<file path="src/rtl/recip_pkg.sv">
// Shared types and Q1.15 constants for the reciprocal unit controller.
package recip_pkg;

  typedef enum logic [2:0] {
    IDLE,
    SEED,
    MUL1,
    MUL2,
    DONE
  } state_t;

  localparam logic [15:0] ONE_Q15 = 16'h8000;
  localparam logic [16:0] TWO_Q15 = 17'h10000;
  localparam logic [15:0] SAT_Q15 = 16'hFFFF;

  // x0 = 0.5 + seed/256; seed bit 7 carries no weight.
  function automatic logic [15:0] seed_expand(input logic [6:0] s);
    return (ONE_Q15 >> 1) | {2'b00, s, 7'b0};
  endfunction

endpackage

</file>
<file path="src/rtl/recip_nr_ctrl_if.sv">
// Request/acknowledge port to the shared 16x16 multiplier.
interface recip_nr_ctrl_if;
  logic        mul_req;
  logic [15:0] mul_a;
  logic [15:0] mul_b;
  logic        mul_ack;
  logic [31:0] mul_p;

  modport master (output mul_req, mul_a, mul_b, input mul_ack, mul_p);
  modport slave  (input mul_req, mul_a, mul_b, output mul_ack, mul_p);
endinterface

</file>
<file path="src/rtl/recip_nr_ctrl.sv">
// Newton-Raphson reciprocal sequencer: seed fetch, then ITER rounds of
// x <- x*(2 - d*x) on a shared multiplier.
module recip_nr_ctrl
  import recip_pkg::*;
#(
  parameter int ITER = 2
) (
  input  logic                   clk,
  input  logic                   reset,
  input  logic                   start,
  input  logic [15:0]            d,
  output logic                   busy,
  output logic                   done,
  output logic                   err,
  output logic [15:0]            q,
  output logic [6:0]             seed_idx,
  input  logic [7:0]             seed_in,
  recip_nr_ctrl_if.master        mul
);

  localparam logic [1:0] ITER_C = 2'(ITER);

  state_t      state;
  logic [1:0]  cnt;
  logic [15:0] d_lat;
  logic [15:0] x;
  logic [16:0] p_hi;

  // Low product bits and seed MSB are discarded by the Q1.15 truncation.
  logic unused_bits;
  assign unused_bits = ^{seed_in[7], mul.mul_p[14:0]};

  assign p_hi = mul.mul_p[31:15];

  function automatic logic [15:0] sat_q15(input logic [16:0] ph);
    return ph[16] ? SAT_Q15 : ph[15:0];
  endfunction

  function automatic logic [15:0] two_minus(input logic [15:0] t);
    return 16'(TWO_Q15 - {1'b0, t});
  endfunction

  always_ff @(posedge clk) begin
    if (reset) begin
      state       <= IDLE;
      cnt         <= '0;
      busy        <= 1'b0;
      done        <= 1'b0;
      err         <= 1'b0;
      q           <= '0;
      seed_idx    <= '0;
      mul.mul_req <= 1'b0;
      mul.mul_a   <= '0;
      mul.mul_b   <= '0;
    end else begin
      done <= 1'b0;
      case (state)
        IDLE: begin
          if (start) begin
            if (d[15]) begin
              d_lat    <= d;
              seed_idx <= d[14:8];
              cnt      <= '0;
              err      <= 1'b0;
              busy     <= 1'b1;
              state    <= SEED;
            end else begin
              err   <= 1'b1;
              q     <= SAT_Q15;
              done  <= 1'b1;
              state <= DONE;
            end
          end
        end
        SEED: begin
          x           <= seed_expand(seed_in[6:0]);
          mul.mul_req <= 1'b1;
          mul.mul_a   <= d_lat;
          mul.mul_b   <= seed_expand(seed_in[6:0]);
          state       <= MUL1;
        end
        MUL1: begin
          if (mul.mul_ack) begin
            mul.mul_a <= x;
            mul.mul_b <= two_minus(p_hi[15:0]);
            state     <= MUL2;
          end
        end
        MUL2: begin
          if (mul.mul_ack) begin
            x   <= sat_q15(p_hi);
            cnt <= cnt + 2'd1;
            if (cnt + 2'd1 == ITER_C) begin
              mul.mul_req <= 1'b0;
              q           <= sat_q15(p_hi);
              done        <= 1'b1;
              busy        <= 1'b0;
              state       <= DONE;
            end else begin
              mul.mul_a <= d_lat;
              mul.mul_b <= sat_q15(p_hi);
              state     <= MUL1;
            end
          end
        end
        DONE:    state <= IDLE;
        default: state <= IDLE;
      endcase
    end
  end

endmodule

</file>
<file path="src/flat_wrapper.sv">
// flat-port wrapper written by rule: the top's interface ports become plain ports
module recip_nr_ctrl_flat import recip_pkg::*;
#(
  parameter int ITER = 2
)
  (clk, reset, start, d, busy, done, err, q, seed_idx, seed_in, mul_mul_req, mul_mul_a, mul_mul_b, mul_mul_ack, mul_mul_p);
  recip_nr_ctrl_if mul_i ();
  input  logic clk;
  input  logic reset;
  input  logic start;
  input  logic [15:0] d;
  output logic busy;
  output logic done;
  output logic err;
  output logic [15:0] q;
  output logic [6:0] seed_idx;
  input  logic [7:0] seed_in;
  output wire logic [$bits(mul_i.mul_req)-1:0] mul_mul_req;
  output wire logic [$bits(mul_i.mul_a)-1:0] mul_mul_a;
  output wire logic [$bits(mul_i.mul_b)-1:0] mul_mul_b;
  input wire logic [$bits(mul_i.mul_ack)-1:0] mul_mul_ack;
  input wire logic [$bits(mul_i.mul_p)-1:0] mul_mul_p;
  assign mul_mul_req = mul_i.mul_req;
  assign mul_mul_a = mul_i.mul_a;
  assign mul_mul_b = mul_i.mul_b;
  assign mul_i.mul_ack = mul_mul_ack;
  assign mul_i.mul_p = mul_mul_p;
  recip_nr_ctrl #(.ITER(ITER)) u_core (.clk(clk), .reset(reset), .start(start), .d(d), .busy(busy), .done(done), .err(err), .q(q), .seed_idx(seed_idx), .seed_in(seed_in), .mul(mul_i));
endmodule
</file>
<file path="config.mk">
export PLATFORM = sky130hd
export DESIGN_NAME = recip_nr_ctrl_flat
export DESIGN_NICKNAME = d
export VERILOG_FILES = /design/src/rtl/recip_pkg.sv /design/src/rtl/recip_nr_ctrl_if.sv /design/src/rtl/recip_nr_ctrl.sv /design/src/flat_wrapper.sv
export SDC_FILE = /design/constraint.sdc
export NUM_CORES = 1
export LEC_CHECK = 0
export BUFFER_PORTS_ARGS = -buffer_cell sky130_fd_sc_hd__buf_2
export CAP_MARGIN = 20
export CORE_MARGIN = 4
export CORE_UTILIZATION = 47
export CTS_BUF_LIST = sky130_fd_sc_hd__clkbuf_16
export CTS_CLUSTER_SIZE = 40
export DETAILED_ROUTE_END_ITERATION = 10
export PLACE_DENSITY = 0.76
export SYNTH_ARGS = -nofsm -noshare
export SYNTH_HDL_FRONTEND = slang
export SYNTH_SLANG_ARGS = --single-unit
</file>
<file path="constraint.sdc">
create_clock -name clk -period 2.45 [get_ports clk]
set_input_delay 0.1225 -clock clk [delete_from_list [all_inputs] [get_ports clk]]
set_output_delay 0.1225 -clock clk [all_outputs]
set_load 0.01 [all_outputs]
</file>
* After elaboration in Yosys (flattened, before gate mapping) *
Index checks and enable logic that the tools add are counted.

word-level totals
  input port bits = 60
  flip-flop bits (word level) = 95
  memories kept = 0
  bits in latches = 0
  memory bits (read-only) = 0
  bits in writable memories = 0

cells by class
  reductions and logical operators = 14
  shift operators = 0
  div/mod/pow operators = 0
  equal/unequal tests = 11
  multipliers = 0
  $lt $le $gt $ge = 0
  $add $sub $neg = 2
  multiplexer cells = 37
  bitwise logic cells = 1

operator list
  kind                     number
  $mux W16                 12
  $pmux W16 S3             2
  $pmux W16 S2             2
  $sub A1 B16 Y16 const A  1
  $mux W3                  5
  $ne A2 B2 Y1 const B     6
  $pmux W3 S4              1
  $reduce_and A3 Y1        4
  $reduce_and A4 Y1        3
  $reduce_and A5 Y1        2
  $mux W1                  8
  $eq A3 B2 Y1 const B     2
  $mux W2                  3
  $pmux W1 S2              3
  $pmux W2 S2              1
  $reduce_bool A2 Y1       2
  $eq A3 B1 Y1 const B     1
  $logic_not A3 Y1         1
  $reduce_bool A3 Y1       1
  $add A2 B1 Y2 const B    1
  $eq A2 B2 Y1 const B     1
  $ne A2 B1 Y1 const B     1
  $reduce_and A2 Y1        1
  $not A1 Y1               1

* Longest topological paths before layout *
  word-level depth = 5
  depth in mapped cells = 10
  mapped depth without buffers = 7

* Worst setup path after synthesis *
Ideal clock, no wire load.

  kind = register to register
  start = register u_core.state[0]
  end = register u_core.x[0], enable pin
  path slack = 0.157 ns
  stages on the path, launching flop included = 5
  path buffers = 2
  arrival = 1.884 ns
  data required time = 2.041 ns
  setup time = 0.409 ns
  path through = dfxtp_1 buf_2 buf_2 nand2b_1 nor3_1

on the way
  cells in the longest elaborated chain, start to end = 3
  elaborated cells on any way between the ends = 5

ends and longest elaborated chain
  what                                                                 line                 source
  from (decl)                                                          recip_nr_ctrl.sv:23  state_t state;
  from (signal assigned)                                               recip_nr_ctrl.sv:45  state <= IDLE;
  from (signal assigned)                                               recip_nr_ctrl.sv:66  state <= SEED;
  from (signal assigned)                                               recip_nr_ctrl.sv:71  state <= DONE;
  $eq A3 B2 Y1 or $eq A3 B1 Y1 (tied branches)                         n/a
  $ne A2 B2 Y1 (no source line) or $reduce_bool A2 Y1 (tied branches)  n/a
  $reduce_and A3 Y1 (no source line) *                                 n/a
  to (signal assigned)                                                 recip_nr_ctrl.sv:76  x <= seed_expand(seed_in[6:0]);
  to (signal assigned)                                                 recip_nr_ctrl.sv:91  x <= sat_q15(p_hi);
  to (decl)                                                            recip_nr_ctrl.sv:26  logic [15:0] x;

Mark *: on every way between the ends. The rest lies on a longest branch, timed or not.
A chain may end at the register's enable or synchronous reset.

* Worst setup path in the final report *
  start = register u_core.cnt[1]
  end = register u_core.mul.mul_b[7]

on the way
  cells in the longest elaborated chain, start to end = 4

ends and longest elaborated chain
  what                                line                   source
  from (decl)                         recip_nr_ctrl.sv:24    logic [1:0] cnt;
  from (signal assigned)              recip_nr_ctrl.sv:92    cnt <= cnt + 2'd1;
  $add A2 B1 Y2                       recip_nr_ctrl.sv:93    if (cnt + 2'd1 == ITER_C) begin
  $eq A2 B2 Y1                        recip_nr_ctrl.sv:93
  $ne A2 B2 Y1 (no source line)       n/a
  $reduce_and A4 Y1 (no source line)  n/a
  to (signal assigned)                recip_nr_ctrl.sv:79    mul.mul_b <= seed_expand(seed_in[6:0]);
  to (signal assigned)                recip_nr_ctrl.sv:85    mul.mul_b <= two_minus(p_hi[15:0]);
  to (signal assigned)                recip_nr_ctrl.sv:101   mul.mul_b <= sat_q15(p_hi);
  to (decl)                           recip_nr_ctrl_if.sv:9  modport master (output mul_req, mul_a, mul_b, input mul_ack, mul_p);

Every way passes these cells.

==> results_dict.tcl <==
set metrics [dict create \
    fin_tns_setup_ns 0 \
    cp.required_ns 2.71 \
    fin_crit_sh_pct 92.54 \
    dp_cells 646 \
    antenna_found_initial 0 \
    hold_depth 2 \
    cap_violations 0 \
    drive_gt1_share_pct 26.36 \
    dieArea_um2 10600 \
    cts_tree "yes" \
    core-area_um2 8763 \
    synth_seq_cells 95 \
    grt_max_degree 35 \
    cts-buffers-inserted 9 \
    total_power_mw 3.996 \
    fmax_mhz 441.1 \
    dpl_cell_area_um2 4796 \
    hold_start "mul_mul_ack" \
    synth-edff-count 31 \
    num_vias 3812 \
    arrival_ns 2.53 \
    wire_per_inst_um 16.75 \
    cts_setup_buffers 0 \
    cp-start-kind "register" \
    clkLatencyLatePin_ns 0.33 \
    hold_path_class "in2reg" \
    synthToLayoutAreaGrowth_pct 23.67 \
    drt_pass1_iterations 5 \
    ant_nets 0 \
    synth_ff_type "dfxtp_1" \
    vias_per_cell 5.631 \
    cp_max_fo 7 \
    synth.distinct_cells 60 \
    fp.dieH_um 103.0 \
    clockBufferDepth 2 \
    rsz0062_at_grt "no" \
    synthArstFlopShare_pct 0 \
    num_rows 34 \
    syn_nets 518 \
    dp_hpwl_mm 8.272 \
    fin_worst_skew_ns 0.007505 \
    ios 119 \
    grt_pass1_vias 3753 \
    synth_seq_area_share_pct 52.18 \
    powerDensity_nw_per_um2 762.2 \
    n_antenna_cell 0 \
    setup_viol 0 \
    clockRootBuffer "clkbuf_16" \
    grt_overflow_total 0 \
    r2r_cells 7 \
    reg2reg_to "u_core.mul.mul_b[7]" \
    timing.reg2reg.setup_slack_ns 0.18 \
    initial_core_util_pct 48.37 \
    worstSetupPathType "reg2reg" \
    die_w_um 103.0 \
    timing.rr.start "u_core.cnt[1]" \
    slew_headroom_pct 69.76 \
    ir_drop_mv 0.3846 \
    tightest_slew_ns 0.4530 \
    hold_ws_ns 0.1159 \
    hold_violations 0 \
    final_nets 626 \
    syn_area_um2 4239 \
    grt_first_pass_wirelength_mm 18.20 \
    stdcell_area_um2 5243 \
    clk_pin_slew_ns 0.06 \
    outcome "finished, final reports clean" \
    finalNonFillerCells 677 \
    clock_sinks 95 \
    place.gp.congestion 0.9871 \
    avgSynthCellArea_um2 9.296 \
    yosysWarnings 0 \
    grt_usage_pct 22.06 \
    endpoint_kind "register" \
    drt_iter0_markers 265 \
    hold_end "u_core.busy" \
    final_max_slew_viol_count 0 \
    drc 0 \
    routed_wl_mm 11.34 \
    power.leakage_nw 2.139 \
    period_minus_slack_ns 2.267 \
    cts_max_level 3 \
    synth_cells 456 \
    cts_resized 0 \
    portBuffers 102 \
]
==> worst max-delay path, stage by stage (launching register included) <==
cell and delay (ns):
dfxtp_1 0.33, inv_1 0.05, ha_1 0.25, a21boi_1 0.28
and2_1 0.34, o21bai_1 0.19, or4_1 0.60, a21oi_1 0.16
==> metal layers <==
layer	wire (µm)	vias to the layer above	part of all wire (%)	GRT usage, %
li1	-	1821	-	-
met1	4589	1787	40	28.84
met5	0	-	0	0
met3	924	34	8.1	4.601
met2	5482	170	48	35.37
met4	344	0	3.0	9.661
==> worst max path at each step <==
stage	startpoint	end	slack, ns	depth (start not counted)
final	u_core.cnt[1]	u_core.mul.mul_b[7]	0.18	7
after global routing	u_core.cnt[1]	u_core.mul.mul_b[7]	0.09	7
after CTS	u_core.cnt[1]	u_core.mul.mul_b[7]	0.24	7
after detailed placement	u_core.cnt[1]	u_core.mul.mul_b[7]	0.28	7
after global placement	u_core.cnt[1]	u_core.mul.mul_b[7]	0.35	7
after floorplan	u_core.state[0]	u_core.x[0]	0.16	4
==> cells in the final DEF, fill, tap and decap left out, types with 7 or more instances in the layout <==
cell / n
buf_4: 16
nor2b_1: 8
dfxtp_1: 64
buf_2: 102
a21oi_1: 31
nand2_1: 55
edfxtp_1: 31
clkbuf_16: 9
inv_1: 9
nor3_1: 10
nor2_1: 94
nand3_1: 12
a311oi_1: 17
a22o_1: 7
dlygate4sd3_1: 15
a211oi_1: 17
==> logic make-up (layout without fill, tap and decap cells) <==
kind of cell | after synthesis | after routing | share of synthesized area (%)
AND/OR/NAND/NOR | 207 | 207 | 22.88
AO/OA/AOI/OAI | 99 | 99 | 16.38
flip-flops | 95 | 95 | 52.18
buffers and inverters | 45 | 158 | 6.317
XOR/XNOR | 8 | 8 | 1.653
adder cells (fa/ha/maj) | 2 | 2 | 0.5902
==> power breakdown <==
part	leakage [nW]	internal, mW	switching [mW]	total (mW)
combinational	1.19	0.313	0.454	0.767
sequential	0.806	1.77	0.0800	1.85
clock	0.145	0.793	0.589	1.38
==> registers in the layout, indices dropped and copies added (netlist names) <==
signal and flops:
u_core.q 16, u_core.mul.mul_req 1, u_core.seed_idx 7, u_core.state 3
u_core.err 1, u_core.x 16, u_core.cnt 2, u_core.d_lat 15
u_core.done 1, u_core.mul.mul_a 16, u_core.mul.mul_b 16, u_core.busy 1
==> repair_timing <==
action | in CTS | in global routing
setup endpoints to repair | 0 | 0
hold endpoints to repair | 14 | 1
hold buffers | 14 | 1
==> per-stage QoR <==
step,utilization [%],setup slack (ns)
final,59.82,0.1828
after floorplan,-,0.1566
after global routing,59.82,0.08943
after detailed placement,54.73,0.2816
after global placement,54.73,0.3486
after CTS,59.71,0.2362
==> synth_stat cells (3+ instances only) <==
| master | number | area share, % |
|---|---|---|
| a22o_1 | 7 | 1.4 |
| inv_1 | 8 | 0.71 |
| nand4_1 | 3 | 0.44 |
| clkbuf_1 | 13 | 1.2 |
| nand3_1 | 12 | 1.4 |
| xnor2_1 | 6 | 1.2 |
| o21ai_0 | 6 | 0.71 |
| nor3_1 | 11 | 1.3 |
| a21oi_1 | 32 | 3.8 |
| nor2_1 | 94 | 8.3 |
| nand2_1 | 55 | 4.9 |
| a211oi_1 | 17 | 3.0 |
| clkbuf_8 | 5 | 1.6 |
| edfxtp_1 | 31 | 22 |
| buf_2 | 12 | 1.4 |
| nor2b_1 | 8 | 1.2 |
| buf_4 | 4 | 0.71 |
| a311oi_1 | 17 | 3.5 |
| and2_1 | 3 | 0.44 |
| dfxtp_1 | 64 | 30 |
==> cell type report <==
cell class / count / area [µm²]
tap: 108 / 135.1
sequential: 95 / 2212
inverter: 8 / 30.03
clock inverter: 7 / 71.32
clock buffer: 9 / 225.2
fill: 759 / 3521
timing repair buffer: 134 / 800.8
multi-input combinational: 316 / 1768
Power figures use the tool's default switching activity.
